[config.mk]
export PLATFORM = sky130hd
export DESIGN_NAME = perf_counter_reader
export DESIGN_NICKNAME = d
export VERILOG_FILES = /design/src/rtl/perf_pkg.sv /design/src/rtl/perf_mmio_decode.sv /design/src/rtl/perf_counter_reader.sv
export SDC_FILE = /design/constraint.sdc
export NUM_CORES = 1
export LEC_CHECK = 0
export ABC_AREA = 1
export CAP_MARGIN = 20
export CORE_MARGIN = 10
export CORE_UTILIZATION = 31
export DETAILED_ROUTE_END_ITERATION = 10
export PLACE_DENSITY = 0.89
export SLEW_MARGIN = 20
export SYNTH_ARGS = -nofsm -noshare
export SYNTH_HDL_FRONTEND = slang
export SYNTH_SLANG_ARGS = --single-unit
[constraint.sdc]
create_clock -name clk -period 1.8 [get_ports clk]
set_clock_uncertainty 0.2 [all_clocks]
set_input_delay 0.18 -clock clk [delete_from_list [all_inputs] [get_ports clk]]
set_output_delay 0.18 -clock clk [all_outputs]
set_load 0.05 [all_outputs]
[src/rtl/perf_pkg.sv]
// Shared definitions for the performance-counter MMIO responder: FSM states,
// CTRL register layout, counter index map and the default bank size.
// Pure declarations; no logic, latency or backpressure of its own.
package perf_pkg;

  typedef enum logic {
    IDLE = 1'b0,
    RESP = 1'b1
  } perf_state_e;

  // CTRL register sits just above the 16 possible counter slots.
  localparam logic [7:0] CTRL_OFFSET = 8'h80;

  localparam int CTRL_FREEZE_BIT    = 0;
  localparam int CTRL_CLEAR_ALL_BIT = 1;

  // Index order of the counter bank as wired into ctr_values.
  localparam int PERF_I_STALL    = 0;
  localparam int PERF_D_STALL    = 1;
  localparam int PERF_L2_STALL   = 2;
  localparam int PERF_BRANCH     = 3;
  localparam int PERF_MISPREDICT = 4;
  localparam int PERF_STALL      = 5;

  localparam int PERF_NUM_CTRS_DEFAULT = 6;

endpackage

[src/rtl/perf_mmio_decode.sv]
// Address decoder for the counter window: window hit and register classification.
// Purely combinational, zero latency; no flow control.
// Ports: address in; hit, ctr_idx, hi_sel, is_ctrl, is_unmapped out.
module perf_mmio_decode
  import perf_pkg::*;
#(
  parameter int          NUM_CTRS  = PERF_NUM_CTRS_DEFAULT,
  parameter logic [31:0] ADDR_BASE = 32'hFFFF_FF00
) (
  input  logic [31:0] address,
  output logic        hit,
  output logic [3:0]  ctr_idx,
  output logic        hi_sel,
  output logic        is_ctrl,
  output logic        is_unmapped
);

  logic [7:0] offset;
  logic       is_ctr;

  // The window is 256-byte aligned, so the offset is just the low byte.
  assign offset  = address[7:0];
  assign hit     = (address[31:8] == ADDR_BASE[31:8]);
  assign ctr_idx = offset[6:3];
  assign hi_sel  = offset[2];
  assign is_ctrl = (offset == CTRL_OFFSET);

  // Counter slots need word alignment and an index that exists in this bank.
  assign is_ctr      = !offset[7] && (offset[1:0] == 2'b00) &&
                       (32'(offset[6:3]) < NUM_CTRS);
  assign is_unmapped = !is_ctr && !is_ctrl;

endmodule

[src/rtl/perf_counter_reader.sv]
// MMIO responder exposing the perf counter bank; atomic 64-bit reads via hi shadows.
// Latency: request sampled at edge N, mem_resp/mem_rdata/ctr_clear valid in cycle N+1.
// Backpressure: master holds the request until mem_resp; at most one access per 2 cycles.
// Ports: clk/rst_n; ctr_values in; mem_read/mem_write/mem_address/mem_wdata/
//        mem_byte_enable in; hit, mem_rdata, mem_resp, ctr_clear, ctr_freeze out.
// Optional feature: define PERF_CTR_FREEZE_EN to implement CTRL.FREEZE / ctr_freeze.
module perf_counter_reader
  import perf_pkg::*;
#(
  parameter int          NUM_CTRS  = PERF_NUM_CTRS_DEFAULT,
  parameter int          CTR_WIDTH = 32,
  parameter logic [31:0] ADDR_BASE = 32'hFFFF_FF00
) (
  input  logic                          clk,
  input  logic                          rst_n,
  input  logic [NUM_CTRS*CTR_WIDTH-1:0] ctr_values,
  input  logic                          mem_read,
  input  logic                          mem_write,
  input  logic [31:0]                   mem_address,
  input  logic [31:0]                   mem_wdata,
  input  logic [3:0]                    mem_byte_enable,
  output logic                          hit,
  output logic [31:0]                   mem_rdata,
  output logic                          mem_resp,
  output logic [NUM_CTRS-1:0]           ctr_clear,
  output logic                          ctr_freeze
);

  perf_state_e           state, state_n;
  logic [3:0]            ctr_idx;
  logic                  hi_sel, is_ctrl, is_unmapped;
  logic [63:0]           sel_val;
  logic [31:0]           sel_shadow;
  logic [NUM_CTRS*32-1:0] hi_shadow;
  logic [31:0]           rdata_q, rdata_n;
  logic [NUM_CTRS-1:0]   clr_q, clr_n;
  logic                  shadow_we;
  logic                  ctrl_wr;
  logic                  freeze_q;
  logic                  unused_bits;

  perf_mmio_decode #(
    .NUM_CTRS  (NUM_CTRS),
    .ADDR_BASE (ADDR_BASE)
  ) u_decode (
    .address     (mem_address),
    .hit         (hit),
    .ctr_idx     (ctr_idx),
    .hi_sel      (hi_sel),
    .is_ctrl     (is_ctrl),
    .is_unmapped (is_unmapped)
  );

  // Selected counter zero-extended to 64 bits, so a 32-bit bank yields a zero high word.
  always_comb begin
    sel_val    = '0;
    sel_shadow = '0;
    for (int i = 0; i < NUM_CTRS; i++) begin
      if (4'(i) == ctr_idx) begin
        sel_val[CTR_WIDTH-1:0] = ctr_values[i*CTR_WIDTH +: CTR_WIDTH];
        sel_shadow             = hi_shadow[i*32 +: 32];
      end
    end
  end

  always_comb begin
    state_n   = state;
    rdata_n   = '0;
    clr_n     = '0;
    shadow_we = 1'b0;
    ctrl_wr   = 1'b0;
    case (state)
      IDLE: begin
        if (hit && (mem_read || mem_write)) begin
          state_n = RESP;
          // Read wins when both strobes are up.
          if (mem_read) begin
            if (is_ctrl) begin
              rdata_n = {31'b0, freeze_q};
            end else if (!is_unmapped) begin
              rdata_n   = hi_sel ? sel_shadow : sel_val[31:0];
              shadow_we = !hi_sel;
            end
          end else if (mem_byte_enable != 4'b0000) begin
            if (is_ctrl) begin
              ctrl_wr = mem_byte_enable[0];
              if (ctrl_wr && mem_wdata[CTRL_CLEAR_ALL_BIT]) clr_n = '1;
            end else if (!is_unmapped && !hi_sel) begin
              for (int i = 0; i < NUM_CTRS; i++) clr_n[i] = (4'(i) == ctr_idx);
            end
          end
        end
      end
      RESP:    state_n = IDLE;
      default: state_n = IDLE;
    endcase
  end

  // rdata/clear are re-registered every cycle, so they are zero outside RESP.
  always_ff @(posedge clk or negedge rst_n) begin
    if (!rst_n) begin
      state     <= IDLE;
      rdata_q   <= '0;
      clr_q     <= '0;
      hi_shadow <= '0;
    end else begin
      state   <= state_n;
      rdata_q <= rdata_n;
      clr_q   <= clr_n;
      if (shadow_we) begin
        for (int i = 0; i < NUM_CTRS; i++) begin
          if (4'(i) == ctr_idx) hi_shadow[i*32 +: 32] <= sel_val[63:32];
        end
      end
    end
  end

`ifdef PERF_CTR_FREEZE_EN
  always_ff @(posedge clk or negedge rst_n) begin
    if (!rst_n) begin
      freeze_q <= 1'b0;
    end else if (ctrl_wr) begin
      freeze_q <= mem_wdata[CTRL_FREEZE_BIT];
    end
  end
  assign unused_bits = ^mem_wdata[31:2];
`else
  assign freeze_q    = 1'b0;
  assign unused_bits = ^{mem_wdata[31:2], mem_wdata[CTRL_FREEZE_BIT]};
`endif

  assign mem_resp   = (state == RESP);
  assign mem_rdata  = rdata_q;
  assign ctr_clear  = clr_q;
  assign ctr_freeze = freeze_q;

endmodule
======== After elaboration in Yosys (flattened, before gate mapping) ========
Cells that the tools add are included.
cells by class
  bitwise operators ....................... 1
  reduce and logical (&&, ||, !) cells .... 15
  mux-type cells .......................... 21
  equality and inequality tests ........... 7
  order comparisons ....................... 1
operators by type and width
  kind                                                count
  2-to-1 mux 32 bit                                   12
  2-to-1 mux 6 bit                                    7
  == test 24 bit, second input constant               1
  == test 2 x 4 -> 1 bit, first input constant        2
  == test 3 x 4 -> 1 bit, first input constant        2
  == test 8 bit, second input constant                1
  logical AND 1 bit                                   6
  zero test 1 bit                                     5
  == test 1 x 4 -> 1 bit, first input constant        1
  zero test 4 bit                                     1
  < comparator 4 x 3 -> 1 bit, second input constant  1
  nonzero test 4 bit                                  1
  zero test 2 bit                                     1
  case mux 1 bit (2 select lines)                     1
  logical OR 1 bit                                    1
  2-to-1 mux 1 bit                                    1
  NOT 1 bit                                           1
word-level totals
  input bits .............................. 264
  word-level logic and storage cells ...... 48
  register bits after elaboration ......... 39
  output and inout bits ................... 41

======== Depth between registers and ports, before layout ========
  depth after elaboration ................. 13
  gate-level depth with buffers ........... 10

======== By module ========
A second synthesis with hierarchy kept.
second synthesis, totals
  cells, all modules ...................... 480
  area, all modules ....................... 3,090.5 um^2
by module, submodules not included
  module               instances  cells an instance  seq. area each (um^2)  area each (um^2)
  perf_counter_reader  1          439                975.9                  2,902.8
  perf_mmio_decode     1          41                 0.0                    187.7

======== Worst setup path before layout ========
No wires, ideal clock.
  path kind ............................... register to register
  start point ............................. register state (netlist: mem_resp)
  end point ............................... register rdata_q[14] (netlist: mem_rdata[14])
  clock period less this slack ............ 1.613 ns
  setup time .............................. 0.069 ns
  data arrival time ....................... 1.344 ns
  setup slack ............................. 0.187 ns
  cell stages (with the launch flop) ...... 7
  cell sequence ........................... dfrtp_1 > nor2_1 > nand3_4 > nor2_8 > buf_6 > nand2_1 > nor2_2
on the way
  word-level cells in the longest chain between the ends .. 1
RTL lines
  what                    RTL line                    text
  from (decl)             perf_counter_reader.sv:29   perf_state_e state, state_n;
  from (signal assigned)  perf_counter_reader.sv:107  state <= state_n;
  2-to-1 mux 32 bit       perf_counter_reader.sv:72   case (state)
  via rdata_n[14]         perf_counter_reader.sv:35   logic [31:0] rdata_q, rdata_n;
  to (signal assigned)    perf_counter_reader.sv:108  rdata_q <= rdata_n;
  to (decl)               perf_counter_reader.sv:35
The timed path passes the listed nets, and every way through them passes these cells.

======== Worst setup path in the final report ========
  start point ............................. input mem_address[31]
  end point ............................... output hit
on the way
  word-level cells in the longest chain between the ends .. 1
RTL lines
  what            RTL line                   text
  from (decl)     perf_counter_reader.sv:19  input logic [31:0] mem_address,
  == test 24 bit  perf_mmio_decode.sv:23     assign hit = (address[31:8] == ADDR_BASE[31:8]);
  to (decl)       perf_counter_reader.sv:22  output logic hit,
No other way between the ends.

==> summary.md <==
| Metric | Value |
|---|---|
| Worst path max stage delay | 0.46 ns |
| Worst setup SP type | input port |
| Most common cell after layout, fill and taps aside | clkdlybuf4s50_1 |
| Cell Count, Final, Fillers Out | 945 |
| CP Cell Sequence | clkdlybuf4s50_1 -> nand2_1 -> nor2_1 -> nand2_1 -> nor2_4 -> buf_6 -> nand2_2 -> inv_2 -> buf_12 |
| CP Buf/Inv Count | 4 |
| Initial antenna violation count | 0 |
| Routing usage on met2 | 0.358 |
| RSZ-0062 raised after global routing | no |
| M3 GR Usage | 0.0785 |
| Post-synth top area cell | dfrtp_1 |
| Die ar. | 15100 um2 |
| Status | complete, no violations |
| Final slew viol count | 0 |
| GPL Wtd Cong | 0.907 |
| Total clock buffers created by CTS | 5 |
| Die Y | 123 um |
| Global-route wire length before repair | 24200 um |
| Flops & latches, synth | 39 |
| IO Count | 305 |
| Clk root buf | clkbuf_8 |
| Worst-path fanout max | 2 |
| Top-area cell type share of the netlist area | 0.299 |
| Number of inserted diodes | 0 |
| Yosys warns | 0 |
| Largest net degree at the start of global routing | 35 |
| Number of remaining DRC errors | 0 |
| Vias | 4599 |
| Most frequent cells in the layout | 223 x clkdlybuf4s50_1, 156 x nand2_1, 129 x nor2_1 |
| Core area | 10300 um2 |
| Drt first pass iters | 6 |
| Final cell utilization of the core | 0.622 |
| Post-route ant nets | 0 |
| CP max stage cell | clkdlybuf4s50_1 |
| Simple-gate share of the synthesized area | 0.607 |
| Period minus WS final | 1.75 ns |
| Nets | 1072 |
| P_leak | 2.96 nW |
| Largest cells by area after synthesis | dfrtp_1 30%, nand2_1 18%, nor2_1 15%, nand3_1 15%, nand4_1 6.5% |
| Clk buf depth | 2 |
| Worst EP arrival | 1.37 ns |
| Clock Pin Slew Worst Setup and Hold Paths | 0.08 ns |
| Crit-path most repeated cell | nand2_1 |
| Netlist Area Pre-Place | 3270 um2 |
| P&R area growth vs syn | 95.6% |
| Pwr dens | 363 nW/um2 |
| GRT overflow | 0 |
| Crit path required time | 1.42 ns |
| Vias in the first global route | 4792 |
| Htree depth | 2 |
| Initial Util | 0.318 |
| Buffers on Ports | 272 |
| Clock Latency Late Sink | 0.28 ns |
| Std cell rows | 37 |
| Crit Path Category | in2out |
| Hold Violations, Final | 0 |
| 1st-iter DRT viols | 211 |
| Mapped Nets | 803 |
| Drt total wl | 16000 um |
| Max-cap violations | 0 |
| Largest family of logic cells by synthesized area | simple AND/OR/NAND/NOR gates |
| Post-synthesis mux area share | 0 |
| Compound-Gate Fraction of Synth Area | 0.00536 |
| Worst-case vdd ir drop | 277 uV |
| CP endpoint kind | output port |
| Drt via density | 4.87 |
| Die W | 123 um |
| Worst Hold Class | in2async |
| Gr usage total | 0.201 |
| Library cells used by synthesis | 23 |
| CTS tree | done |
| Post-DP HPWL | 13000 um |
| Share of cells above drive strength 1 | 0.132 |
| Busiest grt layer | met2 |
| Adder-Cell Fraction of Synth Area | 0 |
| Post-synthesis cell count | 539 |
| # placed instances | 935 |
| Post-Synth XOR/XNOR Area | 0 |
| Crit-path leading delay family | buffers and inverters |
| Clock Sinks | 39 |
| M1 GR Usage | 0.212 |
| FMAX | 0.570 GHz |
| Setup violators final | 0 |
| Post-synthesis area per instance | 6.07 um2 |
| Post-synthesis sequential area ratio | 0.299 |
| Final period utilization | 0.975 |
| Drt wl/cell | 16.9 um |
cells in the mapped netlist (all sizes together):
cell type,number
nor2,144
nand4,34
and3b,1
inv,11
dfrtp,39
a21oi,1
buf,36
conb,1
nor3,8
nand2,161
o211ai,1
nand3,98
clkbuf,4
worst reg2reg max path: stages (launching register included):
cell and delay [ns]:
dfrtp_1 0.38, nor2_1 0.18, nand3_4 0.12, nor2_8 0.14, buf_12 0.15, nand2_1 0.06, nor2_1 0.10
state kept, by name (all words and copies together), names as in the netlist:
| register | flops |
|---|---|
| mem_rdata | 32 |
| ctr_clear | 6 |
| mem_resp | 1 |
final cells by class:
type / instances / area, um2
inverter: 11 / 41.3
timing repair buffer: 302 / 3090
clock inverter: 1 / 5.00
fill: 904 / 3880
sequential: 39 / 976
tap: 136 / 170
multi-input combinational: 449 / 2030
clock buffer: 7 / 76.3
kinds of logic (layout without fill, tap and decap cells):
logic type | Yosys count | in the layout
compound gates | 2 | 2
simple gates | 446 | 446
buf+inv | 51 | 321
flops | 39 | 39
other cells | 1 | 1
final timing paths:
check,to,slack [ns],depth (start not counted),start
min in group clk,mem_rdata[20]$_DFF_PN0_,0.34,5,ctr_values[180]
setup / recovery,hit,0.05,9,mem_address[31]
setup reg to reg,mem_rdata[27]$_DFF_PN0_,0.40,6,mem_resp$_DFF_PN0_
hold / removal,mem_rdata[29]$_DFF_PN0_,0.18,2,rst_n
hold reg to reg,mem_resp$_DFF_PN0_,0.57,4,mem_resp$_DFF_PN0_
max in group asynchronous,mem_rdata[1]$_DFF_PN0_,0.72,3,rst_n
metal layers:
metal	vias to the layer above	routed length (um)
met1	2052	5890
li1	2282	-
met2	237	7940
met4	0	363
met3	28	1780
met5	-	0
timing repair:
item / 4_1_cts / 5_1_grt
endpoints found under the setup margin: 1 / 1
hold buffers: 1 / 0
endpoints found under the hold margin: 18 / 0
resized for setup: 1 / 11
gates cloned: 0 / 0
setup buffers: 1 / 0
pin swaps: 1 / 8
report_power, final:
| group | internal (mW) | total, mW | switching [mW] | leakage [nW] |
|---|---|---|---|---|
| sequential | 0.875 | 0.875 | 0.00000000140 | 0.545 |
| combinational | 0.557 | 0.861 | 0.304 | 2.37 |
| clock | 0.272 | 0.583 | 0.311 | 0.0422 |
through the flow:
step                setup WS [ns]  total power, mW  area [um2]  setup TNS [ns]  hold slack (ns)
global route              0.00283             2.46        6400               0            0.211
CTS                       0.00395             2.35        6370               0            0.192
floorplan                   0.187             1.12        3270               0           -0.316
detailed placement         -0.168             1.75        6270           -4.58          -0.0351
global placement          -0.0915             1.74        6270           -2.43          -0.0400
finish                     0.0455             2.32        6400               0            0.183
Note: power is estimated with default switching activity, not from simulation.
